<file path="src/rtl/mem_stage.sv">
// Memory stage: data-memory handshake, store lane placement, load extension
// and the MEM-WB pipeline buffer.
package mem_pkg;
  typedef enum logic [2:0] {
    LB, LH, LW, LBU, LHU, SB, SH, SW
  } load_store_func_code;

  typedef enum logic [1:0] {
    WB_ALU, WB_LOAD, WB_PC, WB_UIMM
  } write_back_mux_selector;
endpackage

module mem_stage
  import mem_pkg::*;
(
  input  logic                   clock,
  input  logic                   reset,
  input  logic                   lsu_enable_ip,
  input  load_store_func_code    mem_lsu_operator_ip,
  input  logic [31:0]            alu_result_ip,
  input  logic                   alu_valid_ip,
  input  logic [31:0]            mem_wdata_ip,
  input  logic                   regfile_write_valid_ip,
  input  write_back_mux_selector mem_wb_mux_ip,
  input  logic [4:0]             mem_write_reg_addr_ip,
  input  logic [31:0]            mem_pc_addr_ip,
  input  logic [31:0]            mem_uimmd_ip,
  output logic                   data_req_op,
  output logic [31:0]            data_addr_op,
  output logic                   data_we_op,
  output logic [3:0]             data_be_op,
  output logic [31:0]            data_wdata_op,
  input  logic                   data_gnt_ip,
  input  logic                   data_rvalid_ip,
  input  logic [31:0]            data_rdata_ip,
  output logic                   mem_stall_op,
  output logic [31:0]            wb_alu_result_op,
  output logic [31:0]            wb_load_data_op,
  output logic [31:0]            wb_pc_addr_op,
  output logic [31:0]            wb_uimmd_op,
  output write_back_mux_selector wb_mux_op,
  output logic [4:0]             wb_write_reg_addr_op,
  output logic                   wb_regfile_write_valid_op,
  output logic                   misaligned_op
);

  typedef enum logic [1:0] {
    IDLE, WAIT_GNT, WAIT_RVALID
  } state_t;

  state_t state_q, state_d;

  logic [1:0]  off;
  logic        is_store;
  logic        aligned;
  logic        pending;
  logic        done;
  logic [3:0]  be;
  logic [31:0] wdata;
  logic [31:0] load_data;
  logic [7:0]  ld_byte;
  logic [15:0] ld_half;

  logic [31:0] wb_alu_q, wb_alu_d;
  logic [31:0] wb_ld_q, wb_ld_d;
  logic [31:0] wb_pc_q, wb_pc_d;
  logic [31:0] wb_uimm_q, wb_uimm_d;
  write_back_mux_selector wb_mux_q, wb_mux_d;
  logic [4:0]  wb_rd_q, wb_rd_d;
  logic        wb_wv_q, wb_wv_d;
  logic        mis_q, mis_d;

  assign off     = alu_result_ip[1:0];
  assign pending = lsu_enable_ip & alu_valid_ip;
  assign done    = (state_q == WAIT_RVALID) & data_rvalid_ip;

  always_comb begin
    is_store = 1'b0;
    aligned  = 1'b1;
    be       = 4'b1111;
    wdata    = mem_wdata_ip;
    unique case (mem_lsu_operator_ip)
      LB, LBU: be = 4'b0001 << off;
      LH, LHU: begin
        aligned = ~off[0];
        be      = 4'b0011 << off;
      end
      LW: aligned = (off == 2'b00);
      SB: begin
        is_store = 1'b1;
        be       = 4'b0001 << off;
        wdata    = {4{mem_wdata_ip[7:0]}};
      end
      SH: begin
        is_store = 1'b1;
        aligned  = ~off[0];
        be       = 4'b0011 << off;
        wdata    = {2{mem_wdata_ip[15:0]}};
      end
      SW: begin
        is_store = 1'b1;
        aligned  = (off == 2'b00);
      end
      default: ;
    endcase
  end

  always_comb begin
    ld_byte   = data_rdata_ip[8*off +: 8];
    ld_half   = off[1] ? data_rdata_ip[31:16]
                       : data_rdata_ip[15:0];
    load_data = data_rdata_ip;
    unique case (mem_lsu_operator_ip)
      LB:  load_data = {{24{ld_byte[7]}}, ld_byte};
      LBU: load_data = {24'd0, ld_byte};
      LH:  load_data = {{16{ld_half[15]}}, ld_half};
      LHU: load_data = {16'd0, ld_half};
      default: ;
    endcase
  end

  // Request/stall are combinational; reset masks them so garbage
  // inputs during reset never reach memory or the hazard logic.
  always_comb begin
    state_d      = state_q;
    data_req_op  = 1'b0;
    mem_stall_op = 1'b0;
    unique case (state_q)
      IDLE: begin
        if (pending && aligned) begin
          data_req_op  = 1'b1;
          mem_stall_op = 1'b1;
          state_d      = data_gnt_ip ? WAIT_RVALID : WAIT_GNT;
        end
      end
      WAIT_GNT: begin
        data_req_op  = 1'b1;
        mem_stall_op = 1'b1;
        if (data_gnt_ip) state_d = WAIT_RVALID;
      end
      WAIT_RVALID: begin
        mem_stall_op = ~data_rvalid_ip;
        if (data_rvalid_ip) state_d = IDLE;
      end
      default: state_d = IDLE;
    endcase
    if (reset) begin
      data_req_op  = 1'b0;
      mem_stall_op = 1'b0;
    end
  end

  assign data_addr_op  = data_req_op ? {alu_result_ip[31:2], 2'b00} : '0;
  assign data_we_op    = data_req_op & is_store;
  assign data_be_op    = data_req_op ? be : 4'b0000;
  assign data_wdata_op = data_req_op ? wdata : '0;

  always_comb begin
    wb_alu_d  = wb_alu_q;
    wb_ld_d   = wb_ld_q;
    wb_pc_d   = wb_pc_q;
    wb_uimm_d = wb_uimm_q;
    wb_mux_d  = wb_mux_q;
    wb_rd_d   = wb_rd_q;
    wb_wv_d   = 1'b0;
    mis_d     = 1'b0;
    if (!mem_stall_op) begin
      wb_alu_d  = alu_result_ip;
      wb_ld_d   = (done && !is_store) ? load_data : '0;
      wb_pc_d   = mem_pc_addr_ip;
      wb_uimm_d = mem_uimmd_ip;
      wb_mux_d  = mem_wb_mux_ip;
      wb_rd_d   = mem_write_reg_addr_ip;
      if (pending) begin
        mis_d   = ~aligned;
        wb_wv_d = aligned & ~is_store & regfile_write_valid_ip;
      end else begin
        wb_wv_d = alu_valid_ip & regfile_write_valid_ip;
      end
    end
  end

  always_ff @(posedge clock) begin
    if (reset) begin
      state_q   <= IDLE;
      wb_alu_q  <= '0;
      wb_ld_q   <= '0;
      wb_pc_q   <= '0;
      wb_uimm_q <= '0;
      wb_mux_q  <= WB_ALU;
      wb_rd_q   <= '0;
      wb_wv_q   <= 1'b0;
      mis_q     <= 1'b0;
    end else begin
      state_q   <= state_d;
      wb_alu_q  <= wb_alu_d;
      wb_ld_q   <= wb_ld_d;
      wb_pc_q   <= wb_pc_d;
      wb_uimm_q <= wb_uimm_d;
      wb_mux_q  <= wb_mux_d;
      wb_rd_q   <= wb_rd_d;
      wb_wv_q   <= wb_wv_d;
      mis_q     <= mis_d;
    end
  end

  assign wb_alu_result_op          = wb_alu_q;
  assign wb_load_data_op           = wb_ld_q;
  assign wb_pc_addr_op             = wb_pc_q;
  assign wb_uimmd_op               = wb_uimm_q;
  assign wb_mux_op                 = wb_mux_q;
  assign wb_write_reg_addr_op      = wb_rd_q;
  assign wb_regfile_write_valid_op = wb_wv_q;
  assign misaligned_op             = mis_q;

endmodule

</file>
<file path="config.mk">
export PLATFORM = sky130hd
export DESIGN_NAME = mem_stage
export DESIGN_NICKNAME = d
export VERILOG_FILES = /design/src/rtl/mem_stage.sv
export SDC_FILE = /design/constraint.sdc
export NUM_CORES = 1
export LEC_CHECK = 0
export ABC_AREA = 1
export BUFFER_PORTS_ARGS = -buffer_cell sky130_fd_sc_hd__buf_2
export CORE_AREA = 2 2 151 153
export DETAILED_ROUTE_END_ITERATION = 10
export DIE_AREA = 0 0 153 155
export SLEW_MARGIN = 10
export SYNTH_ARGS = -nofsm -noshare
export SYNTH_HDL_FRONTEND = slang
export SYNTH_SLANG_ARGS = --single-unit
</file>
<file path="constraint.sdc">
create_clock -name clock -period 4.4 [get_ports clock]
set_input_delay 0.44 -clock clock [delete_from_list [all_inputs] [get_ports clock]]
set_output_delay 0.44 -clock clock [all_outputs]
set_load 0.02 [all_outputs]
</file>
==> impl_metrics.toml, run 1 <==
[timing]
min_period_ns = 3.07
max-slew-margin-rel_pct = 46.2
setup_tns_ns = 0
clock_skew_ns = 0.00918
setup_violations = 0
fin_ws_ns = 1.33
fin_hold_ws_ns = 0.258
rsz0062_at_grt = "no"
finalCritPeriodShare_pct = 69.9
hold_viol = 0
fmax_mhz = 325
tightestPinTransition_ns = 0.806
report.final.slew_viol_count = 0

[drt]
viasPerCell = 4.64
vias = 7135
drt_iter0_markers = 527
remaining_drc_errors = 0
antenna_left = 0
dr.pass1.iters = 4
drt_wl_total_mm = 23.3
routedWlPerCell_um = 15.2

[global_routing]
grt_use_total_pct = 18.9
overflow = 0
grt_pass1_vias = 6654
grt_first_pass_wirelength_mm = 35.8
grt_max_degree = 74
antenna_found_initial = 2

[synthesis]
syn_area_mm2 = 0.00640
synth_top_area_share_pct = 43.4
seq_area_frac_synth_pct = 43.4
netlist_instances = 896
ys_seq_elements = 139
synthArstFlopShare_pct = 0
syn_avg_cell_area_um2 = 7.15
synth_edf_count = 0
synth_common_cells = "nand3_1, dfxtp_1, inv_1"
synth_area_leaders = "dfxtp_1, nand3_1, o21ai_0, inv_1, nor2_1"
synthDistinctLibCells = 30
synth.most_common_cell = "nand3_1"
yosys_warnings = 0
synth_ff_type = "dfxtp_1"
yosysTopAreaCell = "dfxtp_1"

[clocking]
clock_path_buffers = 2
postCtsHoldBufs = 0
cts_buffers = 17
cts_tree = "built"
h-tree-depth = 4
clock_sinks = 139
ctsResizeCount = 0
cts_root_buf = "clkbuf_16"
clkLatencyLatePin_ns = 0.42
postCtsSetupBuffers = 0
path_clk_slew_ns = 0.06

[pwr]
p_leak_uw = 0.00484
ir_worst_vdd_mv = 0.182
power_density_mw_per_mm2 = 384
power_uw = 3440

[floorplan]
die_y_um = 155
ios = 385
die_w_um = 153
die_area_mm2 = 0.0237
core_area_mm2 = 0.0222
initial_core_util_pct = 28.8
fp-row-count = 55

[worst_setup_path]
arrival_ns = 2.63
worstSetupEndpointType = "output port"
crit_required_ns = 3.96
worstPathMaxFanout = 60
start_kind = "input port"
crit_type = "input port to output port"

[outcome]
status = "completed"

[job]
drv_cap = 0

[min_path]
hp-class = "input port to flip-flop"

[place]
place_congestion = 0.845
post-place-ws_ns = 1.37
dp_cells = 1505
io_buffers = 382
dp_hpwl_mm = 17.3

[finish]
area.growth.synth_to_final_pct = 39.7
drive_gt1_share_pct = 36.3
final_nets = 1416
finalNonFillerCells = 1539
-- critical path: stages --
cell and delay, ns:
buf_2 0.41, nor2_1 0.14, inv_1 0.10, nand2_1 0.05, nor2_1 0.13, nand2_2 0.10
nand3_4 0.11, nand2_1 0.07, nand2_2 0.20, buf_4 0.55, nor2_1 0.09, buf_2 0.18
-- where the power goes --
group	internal, uW	switching [uW]	total, uW
Clock	741	619	1360
Sequential	1350	41.7	1390
Combinational	220	467	687
Total	2310	1130	3440
-- stage by stage --
stage	cell area [um2]	util, %
finish	8950	40.3
global route	8950	40.3
CTS	8940	40.2
detailed placement	8390	37.8
global placement	8390	37.8
floorplan	6410	-
-- flip-flops by register name, indices dropped and copies added, names as in the netlist, 2 cells and up --
signal / flops
wb_load_data_op: 32
wb_mux_op: 2
wb_uimmd_op: 32
wb_alu_result_op: 32
state_q: 2
wb_pc_addr_op: 32
wb_write_reg_addr_op: 5
-- per-layer routing --
| metal | track usage (%) | routed length (um) |
|---|---|---|
| met3 | 3.65 | 1450 |
| met4 | 8.55 | 681 |
| met5 | 0 | 0 |
| met1 | 23.5 | 10100 |
| met2 | 31.8 | 11100 |
-- cells in the final DEF (no fill, tap or decap), types with 17 or more instances in the layout --
master     instances
nor2_1            99
buf_2            382
o21ai_1           50
inv_1            127
nand3_1          161
or2_2             19
dfxtp_1          139
o21ai_0          107
o211ai_1          23
clkbuf_16         17
nand2_1           61
-- cell families (layout without fill, tap and decap cells) --
kind of cell | Yosys count | count (layout) | synth area share, %
AO/OA/AOI/OAI | 197 | 197 | 16.4
other | 1 | 4 | 0.0585
flip-flops | 139 | 139 | 43.4
multiplexers | 7 | 7 | 1.09
AND/OR/NAND/NOR | 356 | 356 | 25.8
buffers and inverters | 196 | 551 | 13.2
-- worst paths after layout --
path / from / to / slack (ns) / cells after the start
worst min-delay path: mem_pc_addr_ip[17] / wb_pc_addr_op[17]$_SDFFE_PP0N_ / 0.26 / 3
worst max-delay path: alu_result_ip[1] / data_addr_op[26] / 1.33 / 12
worst max register to register: state_q[0]$_SDFFE_PP0P_ / wb_uimmd_op[4]$_SDFFE_PP0N_ / 2.22 / 8
worst min register to register: wb_pc_addr_op[2]$_SDFFE_PP0N_ / wb_pc_addr_op[2]$_SDFFE_PP0N_ / 0.47 / 2
-- final cells by class --
cell class,count,area (um2)
Multi-Input combinational cell,562,2790
Clock inverter,15,128
Inverter,130,490
Tap cell,285,357
Sequential cell,139,2780
Clock buffer,17,425
Antenna cell,2,5.00
Timing Repair Buffer,389,1980
Fill cell,2362,13300
(Power assumes the default switching activity.)
==> run 2, diff against run 1 <==
--- a/config.mk
+++ b/config.mk
@@ -5,11 +5,12 @@
 export SDC_FILE = /design/constraint.sdc
 export NUM_CORES = 1
 export LEC_CHECK = 0
-export ABC_AREA = 1
+export ABC_AREA = 0
 export BUFFER_PORTS_ARGS = -buffer_cell sky130_fd_sc_hd__buf_2
-export CORE_AREA = 2 2 151 153
+export CORE_AREA = 2 2 152 154
 export DETAILED_ROUTE_END_ITERATION = 10
-export DIE_AREA = 0 0 153 155
+export DIE_AREA = 0 0 154 156
+export PLACE_DENSITY = 0.72
 export SLEW_MARGIN = 10
 export SYNTH_ARGS = -nofsm -noshare
 export SYNTH_HDL_FRONTEND = slang
==> constraint.sdc (replaced) <==
create_clock -name clock -period 2.6 [get_ports clock]
set_input_delay 0.26 -clock clock [delete_from_list [all_inputs] [get_ports clock]]
set_output_delay 0.26 -clock clock [all_outputs]
set_load 0.02 [all_outputs]
==> impl_metrics.toml, run 2 <==
[outcome]
status = "completed"

[synthesis]
synth_common_cells = "dfxtp_1, nand2_1, nor2_1"
ys_seq_elements = 139
muxShareOfSynthArea_pct = 5.59
synthXorXnorAreaFrac_pct = 0.0963
synthSimpleGateAreaFrac_pct = 21.4
synth_edf_count = 0
yosys_warnings = 0
synth_area_leaders = "dfxtp_1, a22o_1, a21o_1, a22oi_1, nand2_1"
syn_area_mm2 = 0.00909
seq_area_frac_synth_pct = 30.6
synth_top_family_by_area = "compound AO/OA/AOI/OAI gates"
synth_top_area_share_pct = 30.6
synth_adder_area_share_pct = 0
synthArstFlopShare_pct = 0
syn_avg_cell_area_um2 = 7.87
synth_compound_area_share_pct = 35.4
synth_ff_type = "dfxtp_1"
synthDistinctLibCells = 51
netlist_instances = 1155
synth.most_common_cell = "dfxtp_1"
yosysTopAreaCell = "dfxtp_1"

[clocking]
clkLatencyLatePin_ns = 0.43
clock_sinks = 139
cts_tree = "built"
clock_path_buffers = 2
cts_root_buf = "clkbuf_16"
cts_buffers = 17
h-tree-depth = 4
path_clk_slew_ns = 0.05

[place]
place_congestion = 0.969
dp_cells = 1724
dp_hpwl_mm = 22.0
io_buffers = 382

[worst_setup_path]
worstPathMaxFanout = 40
crit_required_ns = 2.34
path_cells = "o21ba_1, a311oi_4, nand2b_2, clkinv_2, and2_1, buf_2"
max_stage_delay_ns = 0.38
worstSetupEndpointType = "output port"
start_kind = "flip-flop"
arrival_ns = 2.14
crit_type = "flip-flop to output port"
slowest_stage = "dfxtp_2"

[timing]
tightestPinTransition_ns = 0.819
rsz0062_at_grt = "no"
fmax_mhz = 416
finalCritPeriodShare_pct = 92.5
setup_tns_ns = 0
max-slew-margin-rel_pct = 45.4
setup_violations = 0
report.final.slew_viol_count = 0
min_period_ns = 2.40
hold_viol = 0
clock_skew_ns = 0.0162

[finish]
final_nets = 1635
area.growth.synth_to_final_pct = 28.5
regArea_mm2 = 0.00279
drive_gt1_share_pct = 33.7
layout_common_cells = "buf_2, dfxtp_1, nand2_1"
multi_input_area_mm2 = 0.00571
finalNonFillerCells = 1758
fillers = 2159
layout_commonest_cell = "buf_2"

[drt]
drt_iter0_markers = 999
remaining_drc_errors = 0
vias = 10400
antenna_left = 0
drt_wl_total_mm = 33.0
routedWlPerCell_um = 18.8
dr.pass1.iters = 8
viasPerCell = 5.93

[min_path]
hp-class = "input port to flip-flop"

[global_routing]
grt_use_total_pct = 25.7
grt_pass1_vias = 9392
overflow = 0
grt_first_pass_wirelength_mm = 50.3
grt_max_degree = 157
antenna_found_initial = 4

[pwr]
clkPwrFrac_pct = 39.6
seqPwrFrac_pct = 35.3
ir_worst_vdd_mv = 0.396
p_leak_uw = 0.00583
switchingPower_uw = 2130
p_int_uw = 4590
power_density_mw_per_mm2 = 575
p_comb_share_pct = 25.1
p_sw_share_pct = 31.7

[floorplan]
fp-row-count = 55
ios = 385
core_area_mm2 = 0.0224
die_w_um = 154
initial_core_util_pct = 40.6
die_area_mm2 = 0.0240
die_y_um = 156

[job]
drv_cap = 0
-- run 2: stage by stage --
| stage | total power, uW | utilization (%) | hold slack (ns) | worst slack (ns) | instance area [um2] |
|---|---|---|---|---|---|
| 3_3_place_gp | 4050 | 49.4 | 0.441 | 0.370 | 11000 |
| 6_report | 6720 | 52.2 | 0.0193 | 0.195 | 11700 |
| 4_1_cts | 6750 | 52.2 | 0.00576 | 0.0612 | 11700 |
| 2_1_floorplan | 3520 | - | 0.332 | 0.507 | 9090 |
| 3_5_place_dp | 4090 | 49.4 | 0.441 | 0.263 | 11000 |
| 5_1_grt | 7010 | 52.2 | 0.0101 | 0.0235 | 11700 |
-- run 2: final cells by class --
class / count / area share (%)
well taps: 285 / 3.05
inverters: 6 / 0.203
repair buffers: 411 / 18.6
clock inverters: 13 / 1.61
flip-flops and latches: 139 / 23.9
clock buffers: 19 / 3.79
multi-input cells: 883 / 48.9
diodes: 2 / 0.0428
-- run 2: worst max-delay path: cells and delay by family, from the launching register on --
family                 cells  cell delay (ns)
AO/OA/AOI/OAI              2             0.55
buffers and inverters      2             0.47
flip-flops                 1             0.38
AND/OR/NAND/NOR            2             0.32
-- run 2: timing repair --
item	in CTS	in global routing
setup buffers	0	0
hold buffers	0	0
endpoints found under the hold margin	0	0
setup endpoints to repair	0	39
resized for setup	0	1
-- run 2: cells by family (layout without fill, tap and decap cells) --
| logic type | after synthesis | in the layout |
|---|---|---|
| other cells | 1 | 4 |
| flops | 139 | 139 |
| buf+inv | 134 | 449 |
| xor+xnor | 1 | 1 |
| compound gates | 425 | 425 |
| mux | 46 | 46 |
| simple gates | 409 | 409 |
-- run 2: final timing paths --
kind                                          from                               end  cells past startpoint  slack, ns
setup / recovery           state_q[0]$_SDFFE_PP0P_                  data_wdata_op[5]                      6       0.20
hold / removal                         data_gnt_ip           state_q[0]$_SDFFE_PP0P_                      2       0.02
setup reg to reg           state_q[0]$_SDFFE_PP0P_  wb_load_data_op[15]$_SDFFE_PP0N_                      5       0.68
hold reg to reg   wb_load_data_op[26]$_SDFFE_PP0N_  wb_load_data_op[26]$_SDFFE_PP0N_                      1       0.46
-- run 2: layer usage --
metal	global-route usage, %	routed length, um
met1	33.7	14000
met2	41.7	15600
met3	6.25	2690
met4	7.88	656
met5	0	27
-- run 2: power by group through the flow --
stage	logic (uW)	clock network, uW	registers [uW]
2_1_floorplan	948	0	2570
3_3_place_gp	1640	0	2410
3_5_place_dp	1670	0	2410
4_1_cts	1680	2700	2370
5_1_grt	1820	2800	2390
6_report	1690	2660	2370
